[src/rtl/scaler_div_arbiter_pkg.sv]
// Constants shared by the scaler divider arbiter and the scaler config generation.
// Holds the 2-bit FSM encodings, the default quotient width and the saturation value.
package scaler_div_arbiter_pkg;

    localparam int DIVIDEND_WIDTH_DEF = 18;
    localparam logic [DIVIDEND_WIDTH_DEF-1:0] QUOT_SAT = '1;

    typedef enum logic [1:0] {
        ST_IDLE   = 2'd0,
        ST_START  = 2'd1,
        ST_BUSY   = 2'd2,
        ST_RESULT = 2'd3
    } state_t;

endpackage

[src/rtl/scaler_div_arbiter_serial_divide.sv]
// serial_divide: restoring divider, one quotient bit per cycle.
// done_o pulses DIVIDEND_WIDTH+1 cycles after the divide_cmd_i cycle.
module serial_divide #(
    parameter int DIVIDEND_WIDTH = 18,
    parameter int DIVISOR_WIDTH  = 12
) (
    input  logic                      clk,
    input  logic                      nrst_i,
    input  logic                      divide_cmd_i,
    input  logic [DIVIDEND_WIDTH-1:0] dividend_i,
    input  logic [DIVISOR_WIDTH-1:0]  divisor_i,
    output logic                      done_o,
    output logic [DIVIDEND_WIDTH-1:0] quotient_o
);
    localparam int CW = $clog2(DIVIDEND_WIDTH + 1);

    logic [DIVISOR_WIDTH-1:0]  rem_q, rem_d, dsr_q, dsr_d;
    logic [DIVIDEND_WIDTH-1:0] quo_q, quo_d;
    logic [CW-1:0]             cnt_q, cnt_d;
    logic                      done_q, done_d;
    logic [DIVISOR_WIDTH:0]    shifted, diff;

    always_comb begin
        rem_d   = rem_q;
        quo_d   = quo_q;
        dsr_d   = dsr_q;
        cnt_d   = cnt_q;
        done_d  = 1'b0;
        shifted = {rem_q, quo_q[DIVIDEND_WIDTH-1]};
        diff    = shifted - {1'b0, dsr_q};
        if (divide_cmd_i) begin
            rem_d = '0;
            quo_d = dividend_i;
            dsr_d = divisor_i;
            cnt_d = CW'(DIVIDEND_WIDTH);
        end else if (cnt_q != '0) begin
            cnt_d  = cnt_q - CW'(1);
            done_d = (cnt_q == CW'(1));
            // Remainder stays below the divisor, so the top bit is dropped safely.
            if (shifted >= {1'b0, dsr_q}) begin
                rem_d = diff[DIVISOR_WIDTH-1:0];
                quo_d = {quo_q[DIVIDEND_WIDTH-2:0], 1'b1};
            end else begin
                rem_d = shifted[DIVISOR_WIDTH-1:0];
                quo_d = {quo_q[DIVIDEND_WIDTH-2:0], 1'b0};
            end
        end
    end

    always_ff @(posedge clk) begin
        if (!nrst_i) begin
            rem_q  <= '0;
            quo_q  <= '0;
            dsr_q  <= '0;
            cnt_q  <= '0;
            done_q <= 1'b0;
        end else begin
            rem_q  <= rem_d;
            quo_q  <= quo_d;
            dsr_q  <= dsr_d;
            cnt_q  <= cnt_d;
            done_q <= done_d;
        end
    end

    assign done_o     = done_q;
    assign quotient_o = quo_q;

endmodule

[src/rtl/scaler_div_arbiter.sv]
// Round-robin share of one serial_divide between vertical and horizontal scaler requesters.
// SCALER_DIV_TIMEOUT_EN adds a BUSY watchdog and the sticky err_o port.
module scaler_div_arbiter
    import scaler_div_arbiter_pkg::*;
#(
    parameter int DIVIDEND_WIDTH = DIVIDEND_WIDTH_DEF,
    parameter int V_DIVISOR_W    = 11,
    parameter int H_DIVISOR_W    = 12
`ifdef SCALER_DIV_TIMEOUT_EN
    , parameter int TIMEOUT_CYCLES = 48
`endif
) (
    input  logic                      SYS_CLK,
    input  logic                      nRST,
    input  logic                      v_req_i,
    input  logic [V_DIVISOR_W-1:0]    v_divisor_i,
    output logic                      v_done_o,
    output logic [DIVIDEND_WIDTH-1:0] v_quotient_o,
    input  logic                      h_req_i,
    input  logic [H_DIVISOR_W-1:0]    h_divisor_i,
    output logic                      h_done_o,
    output logic [DIVIDEND_WIDTH-1:0] h_quotient_o,
    output logic                      busy_o,
    output logic                      grant_h_o
`ifdef SCALER_DIV_TIMEOUT_EN
    , output logic                    err_o
`endif
);
    state_t                    state_q, state_d;
    logic                      owner_h_q, owner_h_d, last_h_q, last_h_d, mask_q, mask_d;
    logic [H_DIVISOR_W-1:0]    div_q, div_d;
    logic [DIVIDEND_WIDTH-1:0] v_quot_q, v_quot_d, h_quot_q, h_quot_d, res_val;
    logic                      v_done_q, v_done_d, h_done_q, h_done_d;
    logic                      v_eff, h_eff, res_load, div_cmd, div_done;
    logic [DIVIDEND_WIDTH-1:0] div_quot;
`ifdef SCALER_DIV_TIMEOUT_EN
    logic [5:0]                tmr_q, tmr_d;
    logic                      err_q, err_d;
`endif

    serial_divide #(
        .DIVIDEND_WIDTH(DIVIDEND_WIDTH),
        .DIVISOR_WIDTH (H_DIVISOR_W)
    ) u_div (
        .clk         (SYS_CLK),
        .nrst_i      (nRST),
        .divide_cmd_i(div_cmd),
        .dividend_i  ({1'b1, {(DIVIDEND_WIDTH-1){1'b0}}}),
        .divisor_i   (div_q),
        .done_o      (div_done),
        .quotient_o  (div_quot)
    );

    always_comb begin
        state_d   = state_q;
        owner_h_d = owner_h_q;
        last_h_d  = last_h_q;
        mask_d    = 1'b0;
        div_d     = div_q;
        v_quot_d  = v_quot_q;
        h_quot_d  = h_quot_q;
        v_done_d  = 1'b0;
        h_done_d  = 1'b0;
        div_cmd   = 1'b0;
        res_load  = 1'b0;
        res_val   = div_quot;
`ifdef SCALER_DIV_TIMEOUT_EN
        tmr_d     = tmr_q;
        err_d     = err_q;
`endif
        // The requester just served still holds req for one IDLE cycle.
        v_eff = v_req_i && !(mask_q && !owner_h_q);
        h_eff = h_req_i && !(mask_q && owner_h_q);
        case (state_q)
            ST_IDLE: begin
                if (v_eff || h_eff) begin
                    if (v_eff && h_eff) owner_h_d = !last_h_q;
                    else                owner_h_d = h_eff;
                    div_d   = owner_h_d ? h_divisor_i : H_DIVISOR_W'(v_divisor_i);
                    state_d = ST_START;
                end
            end
            ST_START: begin
                if (div_q == '0) begin
                    res_val  = QUOT_SAT;
                    res_load = 1'b1;
                end else begin
                    div_cmd = 1'b1;
                    state_d = ST_BUSY;
`ifdef SCALER_DIV_TIMEOUT_EN
                    tmr_d   = 6'(TIMEOUT_CYCLES - 1);
`endif
                end
            end
            ST_BUSY: begin
                if (div_done) begin
                    res_load = 1'b1;
                end
`ifdef SCALER_DIV_TIMEOUT_EN
                else if (tmr_q == '0) begin
                    res_val  = QUOT_SAT;
                    res_load = 1'b1;
                    err_d    = 1'b1;
                end else begin
                    tmr_d = tmr_q - 6'd1;
                end
`endif
            end
            ST_RESULT: begin
                last_h_d = owner_h_q;
                mask_d   = 1'b1;
                state_d  = ST_IDLE;
            end
            default: state_d = ST_IDLE;
        endcase
        // Quotient and done are loaded together so both are visible in RESULT.
        if (res_load) begin
            state_d = ST_RESULT;
            if (owner_h_q) begin
                h_quot_d = res_val;
                h_done_d = 1'b1;
            end else begin
                v_quot_d = res_val;
                v_done_d = 1'b1;
            end
        end
    end

    always_ff @(posedge SYS_CLK) begin
        if (!nRST) begin
            state_q   <= ST_IDLE;
            owner_h_q <= 1'b0;
            last_h_q  <= 1'b1;
            mask_q    <= 1'b0;
            div_q     <= '0;
            v_quot_q  <= '0;
            h_quot_q  <= '0;
            v_done_q  <= 1'b0;
            h_done_q  <= 1'b0;
`ifdef SCALER_DIV_TIMEOUT_EN
            tmr_q     <= '0;
            err_q     <= 1'b0;
`endif
        end else begin
            state_q   <= state_d;
            owner_h_q <= owner_h_d;
            last_h_q  <= last_h_d;
            mask_q    <= mask_d;
            div_q     <= div_d;
            v_quot_q  <= v_quot_d;
            h_quot_q  <= h_quot_d;
            v_done_q  <= v_done_d;
            h_done_q  <= h_done_d;
`ifdef SCALER_DIV_TIMEOUT_EN
            tmr_q     <= tmr_d;
            err_q     <= err_d;
`endif
        end
    end

    assign v_done_o     = v_done_q;
    assign h_done_o     = h_done_q;
    assign v_quotient_o = v_quot_q;
    assign h_quotient_o = h_quot_q;
    assign busy_o       = (state_q != ST_IDLE);
    assign grant_h_o    = owner_h_q;
`ifdef SCALER_DIV_TIMEOUT_EN
    assign err_o        = err_q;
`endif

endmodule

[config.mk]
export PLATFORM = sky130hd
export DESIGN_NAME = scaler_div_arbiter
export DESIGN_NICKNAME = d
export VERILOG_FILES = /design/src/rtl/scaler_div_arbiter_pkg.sv /design/src/rtl/scaler_div_arbiter_serial_divide.sv /design/src/rtl/scaler_div_arbiter.sv
export SDC_FILE = /design/constraint.sdc
export NUM_CORES = 1
export LEC_CHECK = 0
export BUFFER_PORTS_ARGS = -buffer_cell sky130_fd_sc_hd__buf_4
export CORE_UTILIZATION = 52
export DETAILED_ROUTE_END_ITERATION = 16
export PLACE_DENSITY = 0.76
export SLEW_MARGIN = 20
export SYNTH_ARGS = -nofsm -noshare
export SYNTH_HDL_FRONTEND = slang
export SYNTH_HIERARCHICAL = 1
export SYNTH_SLANG_ARGS = --single-unit
export TNS_END_PERCENT = 30
[constraint.sdc]
create_clock -name SYS_CLK -period 1.9 [get_ports SYS_CLK]
set_clock_uncertainty 0.1 [all_clocks]
set_input_delay 0 -clock SYS_CLK [delete_from_list [all_inputs] [get_ports SYS_CLK]]
set_output_delay 0 -clock SYS_CLK [all_outputs]
set_load 0.05 [all_outputs]
==> results.json, run 1 <==
{
  "antenna_cells": 0,
  "finalWorstSetupSlack_ps": -292.4,
  "die_h_um": 100.5,
  "cts.sinks": 103,
  "clockPowerShare_pct": 12.4,
  "die_x_um": 100.5,
  "dpl.hpwl_um": 8614,
  "grt_pass1_vias": 4681,
  "grt_usage_pct": 28.16,
  "start_util_pct": 54.14,
  "grt_pass1_wl_um": 22400,
  "cts_tree": "done",
  "layout.area.seq_sq_um": 2083,
  "min_path_type": "in2reg",
  "violations": "negative setup slack",
  "syn_avg_cell_area_sq_um": 9.439,
  "ys_warn_count": 6,
  "final_area_sq_um": 7456,
  "end_kind": "flop",
  "max_freq_mhz": 456.1,
  "synth-edff-count": 0,
  "grt_max_degree": 56,
  "rows": 35,
  "ys_types": 65,
  "clk_latency_ps": 380,
  "nNetsFinal": 777,
  "core_area_sq_um": 9328,
  "p_per_area_nw_per_um2": 1544,
  "cp-start-kind": "flop",
  "ys_ff_latch": 103,
  "place.gp.congestion": 0.8905,
  "htreeDepth": 3,
  "synth_most_common_cell": "dfxtp_1",
  "post-route-period-util_pct": 115.4,
  "placed_cells": 801,
  "critPathMaxFanout": 4,
  "combinationalPowerShare_pct": 61.3,
  "synth_top_area_cell": "dfxtp_1",
  "fin_crit_ps": 2192,
  "p_seq_share_pct": 26.4,
  "drive_above_1_share_pct": 42.53,
  "hold_viol_final": 0,
  "placed_area_sq_um": 6461,
  "finalSetupTns_ps": -4009,
  "routed_wirelength_um": 15100,
  "synthCells": 535,
  "clockRootBuffer": "clkbuf_8",
  "routedWlPerCell_um": 17.45,
  "setup_viol": 33,
  "cap_violations": 0,
  "leakage_nw": 3.172,
  "antenna_found_initial": 0,
  "dp_slack_ps": -350.7,
  "ys_async_sr_fraction_pct": 0,
  "port_buffers": 66,
  "p_switching_mw": 4.920,
  "ff2ff_setup_slack_ps": -290,
  "drtIter0Drc": 314,
  "power_mw": 11.51,
  "cts-buffers-inserted": 9,
  "worstPathRequired_ps": 2110,
  "path_clk_slew_ps": 120,
  "area_delta_synth_final_pct": 47.65,
  "synthFlopType": "dfxtp_1",
  "clockBufferDepth": 2,
  "viasPerCell": 5.650,
  "vias": 4887,
  "io_pins": 67,
  "antenna_left": 0,
  "fillerInstances": 497,
  "fin_cells": 865,
  "grt_overflow": 0,
  "synth_area_leaders": "dfxtp_1 (41%), mux2i_1 (9.3%), o221a_2 (7.1%)",
  "synth_common_cells": "dfxtp_1 (103), mux2i_1 (47), o21ai_0 (44)",
  "drv_slew": 0,
  "drt-pass1-iter-count": 5,
  "rsz0062_at_grt": "true",
  "dieArea_sq_um": 10110,
  "p_int_mw": 6.589,
  "crit_arrival_ps": 2400,
  "p_sw_share_pct": 42.75,
  "drcViolationCount": 0,
  "outcome": "complete, but fails checks",
  "multi_input_area_sq_um": 3154,
  "synth_area_sq_um": 5050,
  "synth_top_area_share_pct": 40.83,
  "crit_type": "reg2reg",
  "hold_ws_ps": 126.2,
  "final_core_util_pct": 79.93,
  "ir_drop_v": 0.0009561,
  "yosysSeqAreaShare_pct": 40.83
}
layout by cell type (no fill, tap or decap), drive strengths merged, types with 2 or more instances in the layout:
master	instances
a211oi	8
a21o	3
a21oi	25
a31o	2
a31oi	5
a41oi	3
and2	18
and3	3
buf	180
clkbuf	11
clkinv	3
conb	18
dfxtp	103
dlygate4sd3	24
ha	18
inv	34
mux2i	47
nand2	36
nand2b	4
nand3	16
nand3b	2
nand4	5
nor2	22
nor2b	14
nor3	7
nor4	5
o21a	3
o21ai	46
o221a	36
o221ai	2
o22a	2
or2	2
or4	3
xnor2	7
xor2	2
kinds of logic after synthesis:
kind of cell | synth area share [%]
xor+xnor | 1.561
buf+inv | 5.699
fa+ha+maj | 4.856
other cells | 0.1487
flops | 40.83
compound gates | 22.28
simple gates | 15.31
mux | 9.316
sequential cells by signal, summed over array words and instances (netlist names):
| register | cells |
|---|---|
| v_quotient_o | 18 |
| u_div/cnt_q | 5 |
| u_div/rem_q | 12 |
| u_div/dsr_q | 12 |
| mask_q | 1 |
| u_div/done_o | 1 |
| u_div/quotient_o | 18 |
| grant_h_o | 1 |
| h_quotient_o | 18 |
| last_h_q | 1 |
| div_q | 12 |
| state_q | 2 |
| h_done_o | 1 |
| v_done_o | 1 |
power by group through the flow:
stage | clock [mW] | combinational [mW] | sequential, mW
2_1_floorplan | 0 | 3.64 | 3.01
3_3_place_gp | 0 | 5.44 | 3.00
3_5_place_dp | 0 | 5.59 | 3.01
4_1_cts | 1.44 | 6.20 | 2.99
5_1_grt | 1.53 | 7.52 | 3.09
6_report | 1.42 | 7.05 | 3.04
final cells by class:
type | instances | area share (%)
Clock buffer | 9 | 1.661
Clock inverter | 7 | 1.091
Sequential cell | 103 | 27.94
Inverter | 30 | 1.510
Tap cell | 129 | 2.165
Multi-Input combinational cell | 381 | 42.31
Timing Repair Buffer | 206 | 23.33
final timing paths:
check                               startpoint        endpoint  depth (start not counted)
worst max-delay path            u_div/dsr_q[4]  u_div/rem_q[9]                          9
worst min-delay path                   h_req_i       div_q[11]                          5
worst max register to register  u_div/dsr_q[4]  u_div/rem_q[9]                          9
worst min register to register        last_h_q        last_h_q                          2
critical path, cell delays in order, from the launching register on:
cell and delay (ps):
dfxtp_2 360, inv_2 50, ha_4 250, and2_4 150, a311oi_4 240, buf_4 170, a21boi_2 60, o21bai_1 150
or4_1 520, nand3_1 70
routing by layer:
metal  global-route usage (%)  share of wire, %  vias up
met5                        0                 0        -
met4                    9.810               2.4        0
met3                    3.467               4.0       35
met2                    49.79                51      172
met1                    35.34                42     2358
li1                         -                 -     2322
timing repair:
| item | CTS | global route |
|---|---|---|
| pin swaps | 18 | 10 |
| endpoints found under the setup margin | 45 | 66 |
| buffers inserted | 12 | 10 |
| hold buffers | 24 | 0 |
| resized for setup | 36 | 35 |
| endpoints found under the hold margin | 27 | 0 |
| gates cloned | 0 | 2 |
No activity file was read; power rests on OpenSTA's default activity.
==> run 2: changes to the inputs <==
--- a/config.mk
+++ b/config.mk
@@ -5,10 +5,12 @@
 export SDC_FILE = /design/constraint.sdc
 export NUM_CORES = 1
 export LEC_CHECK = 0
+export ABC_AREA = 1
 export BUFFER_PORTS_ARGS = -buffer_cell sky130_fd_sc_hd__buf_4
-export CORE_UTILIZATION = 52
+export CORE_MARGIN = 4
+export CORE_UTILIZATION = 53
 export DETAILED_ROUTE_END_ITERATION = 16
-export PLACE_DENSITY = 0.76
+export PLACE_DENSITY = 0.77
 export SLEW_MARGIN = 20
 export SYNTH_ARGS = -nofsm -noshare
 export SYNTH_HDL_FRONTEND = slang
==> run 2 against run 1 <==
The run still ends with negative setup slack left. Via count rose by 8.9%. Sequential cell count is the same. Synthesized cell count up 51%. Cell area is 6.5% lower. Register-to-register slack better by 270 ps. Routed wire length decreased by 8.4%. Hold slack gained 3.9 ps. Die area is 16% higher. Clock power hardly changed. Largest cell class unchanged.
==> results.json, run 2 <==
{
  "outcome": "complete, but fails checks",
  "violations": "negative setup slack",
  "fin_crit_ps": 1921,
  "ys_warn_count": 6,
  "leakage_nw": 3.709,
  "area_delta_synth_final_pct": 31.31,
  "cts_tree": "done",
  "min_from": "h_req_i",
  "synthCells": 806,
  "grt_max_degree": 43,
  "ff2ff_setup_slack_ps": -20,
  "nNetsFinal": 975,
  "drt-pass1-iter-count": 6,
  "drtIter0Drc": 297,
  "final_core_util_pct": 71.35,
  "final_cell_mix": "nand2_1 (244), inv_1 (119), nor2_1 (112), buf_4 (96), dfxtp_1 (90)",
  "io_pins": 67,
  "rows": 36,
  "cp-start-kind": "flop",
  "antenna_cells": 0,
  "ys_ff_latch": 103,
  "drcViolationCount": 0,
  "syn_avg_cell_area_sq_um": 6.590,
  "antenna_left": 0,
  "multi_input_area_sq_um": 2929,
  "synth_area_leaders": "dfxtp_1 (39%), nand2_1 (18%), inv_1 (9.2%)",
  "hold_ws_ps": 130.1,
  "finalSetupTns_ps": -21.44,
  "p_per_area_nw_per_um2": 1696,
  "setup_viol": 2,
  "reg2reg_depth": 12,
  "hold_path_end": "state_q[0]",
  "path_clk_slew_ps": 100,
  "drv_slew": 0,
  "synthFlopType": "dfxtp_1",
  "clk_latency_ps": 380,
  "die_x_um": 108.1,
  "grt_pass1_wl_um": 22430,
  "die_h_um": 108.1,
  "cap_violations": 0,
  "start_util_pct": 54.34,
  "ys_types": 34,
  "rsz0062_at_grt": "true",
  "end_kind": "flop",
  "drive_above_1_share_pct": 20.77,
  "port_buffers": 66,
  "vias": 5323,
  "place.gp.congestion": 0.9031,
  "min_path_type": "in2reg",
  "synth_most_common_cell": "nand2_1",
  "finalWorstSetupSlack_ps": -21.20,
  "synth_common_cells": "nand2_1 (258), inv_1 (130), nor2_1 (117)",
  "antenna_found_initial": 0,
  "cts.sinks": 103,
  "worstReg2RegStart": "u_div/rem_q[1]",
  "routed_wirelength_um": 13820,
  "layout.area.seq_sq_um": 2078,
  "clockBufferDepth": 2,
  "placed_cells": 1015,
  "dieArea_sq_um": 11690,
  "holdPathStages": 8,
  "reg2reg_to": "u_div/rem_q[5]",
  "ir_drop_v": 0.0007561,
  "viasPerCell": 4.989,
  "grt_usage_pct": 23.53,
  "critPathMaxFanout": 5,
  "clockRootBuffer": "clkbuf_8",
  "core_area_sq_um": 9774,
  "final_common_cell": "nand2_1",
  "grt_pass1_vias": 5036,
  "synth_top_area_cell": "dfxtp_1",
  "crit_type": "reg2reg",
  "crit_arrival_ps": 2090,
  "synth_top_area_share_pct": 38.82,
  "cts-buffers-inserted": 9,
  "yosysSeqAreaShare_pct": 38.82,
  "routedWlPerCell_um": 12.95,
  "grt_overflow": 0,
  "dpl.hpwl_um": 8800,
  "post-route-period-util_pct": 101.1,
  "fillerInstances": 792,
  "fin_cells": 1067,
  "ys_async_sr_fraction_pct": 0,
  "htreeDepth": 3,
  "worstPathRequired_ps": 2070,
  "synth_area_sq_um": 5311,
  "synth-edff-count": 0,
  "max_freq_mhz": 520.5,
  "hold_viol_final": 0
}
==> run 2: changes by cell type in the layout (fill, tap and decap cells not counted), moves of 11 or more <==
cell      change
buf_4        -72
inv_1        +96
o21ai_0      -27
nor2b_1      -14
nand2_2      +13
o221a_2      -28
nor2_1       +93
nand3_1      +22
and2_1       -17
nand2_1     +210
o211ai_1     +11
mux2i_1      -44
==> run 2: what timing repair did <==
item / 4_1_cts / 5_1_grt
gates resized for setup: 10 / 70
endpoints found under the hold margin: 46 / 0
pin swaps: 3 / 10
gates cloned: 1 / 2
buffers inserted: 0 / 7
setup endpoints to repair: 29 / 81
hold buffers: 26 / 0
==> run 2: cell type report <==
cell class,count,area share [%]
Inverter,131,7.122
Multi-Input combinational cell,556,42.00
Timing Repair Buffer,128,15.79
Clock inverter,5,0.8791
Tap cell,133,2.386
Sequential cell,103,29.80
Clock buffer,11,2.027
==> run 2: through the flow <==
step	total power, mW	setup WS (ps)	cell area [sq um]
after floorplan	7.220	71.39	5371
after global placement	8.557	-89.61	6080
after detailed placement	8.738	-152.4	6080
after CTS	10.50	-9.891	6608
after global routing	12.76	-106.0	6974
final	11.83	-21.20	6974
==> run 2: how the worst max path moves through the flow <==
| stage | start | end | slack (ps) | cells past startpoint |
|---|---|---|---|---|
| 3_3_place_gp | u_div/dsr_q[8] | u_div/rem_q[11] | -90 | 12 |
| 6_report | u_div/rem_q[1] | u_div/rem_q[5] | -20 | 12 |
| 2_1_floorplan | grant_h_o | div_q[7] | 70 | 10 |
| 5_1_grt | state_q[1] | u_div/cnt_q[1] | -110 | 8 |
| 4_1_cts | u_div/dsr_q[8] | u_div/rem_q[9] | -10 | 12 |
| 3_5_place_dp | u_div/dsr_q[8] | u_div/rem_q[11] | -150 | 12 |
==> run 2: where the power goes <==
| part | switching (mW) | total, mW | internal (mW) |
|---|---|---|---|
| Sequential | 0.393 | 3.11 | 2.71 |
| Clock | 0.786 | 1.45 | 0.659 |
| Combinational | 4.32 | 7.27 | 2.95 |
| Total | 5.50 | 11.8 | 6.33 |
==> run 2: worst max-delay path: stages (launching register included) <==
cell     delay (ps)
dfxtp_1         410
ha_4            250
nand2_1         100
nand2_1          80
nand2_1         110
nand3_2         120
buf_4           160
buf_4           120
xor2_1          130
nand2_1          70
nand2_1          50
nand2_1          50
nand2_1          50
==> run 2: cells by family (layout without fill, tap and decap cells) <==
group | Yosys count | in the layout | share of synthesized area [%]
buf+inv | 164 | 275 | 12.67
compound gates | 70 | 70 | 8.410
other cells | 2 | 18 | 0.1414
flops | 103 | 103 | 38.82
simple gates | 442 | 443 | 34.35
xor+xnor | 6 | 6 | 0.9896
fa+ha+maj | 19 | 19 | 4.617
==> run 2: layer usage <==
metal,part of all wire (%),global-route usage [%],vias to the layer above
met1,43,30.04,2417
met2,49,39.74,158
met5,0,0,-
li1,-,-,2717
met4,2.0,8.837,0
met3,5.9,4.179,31
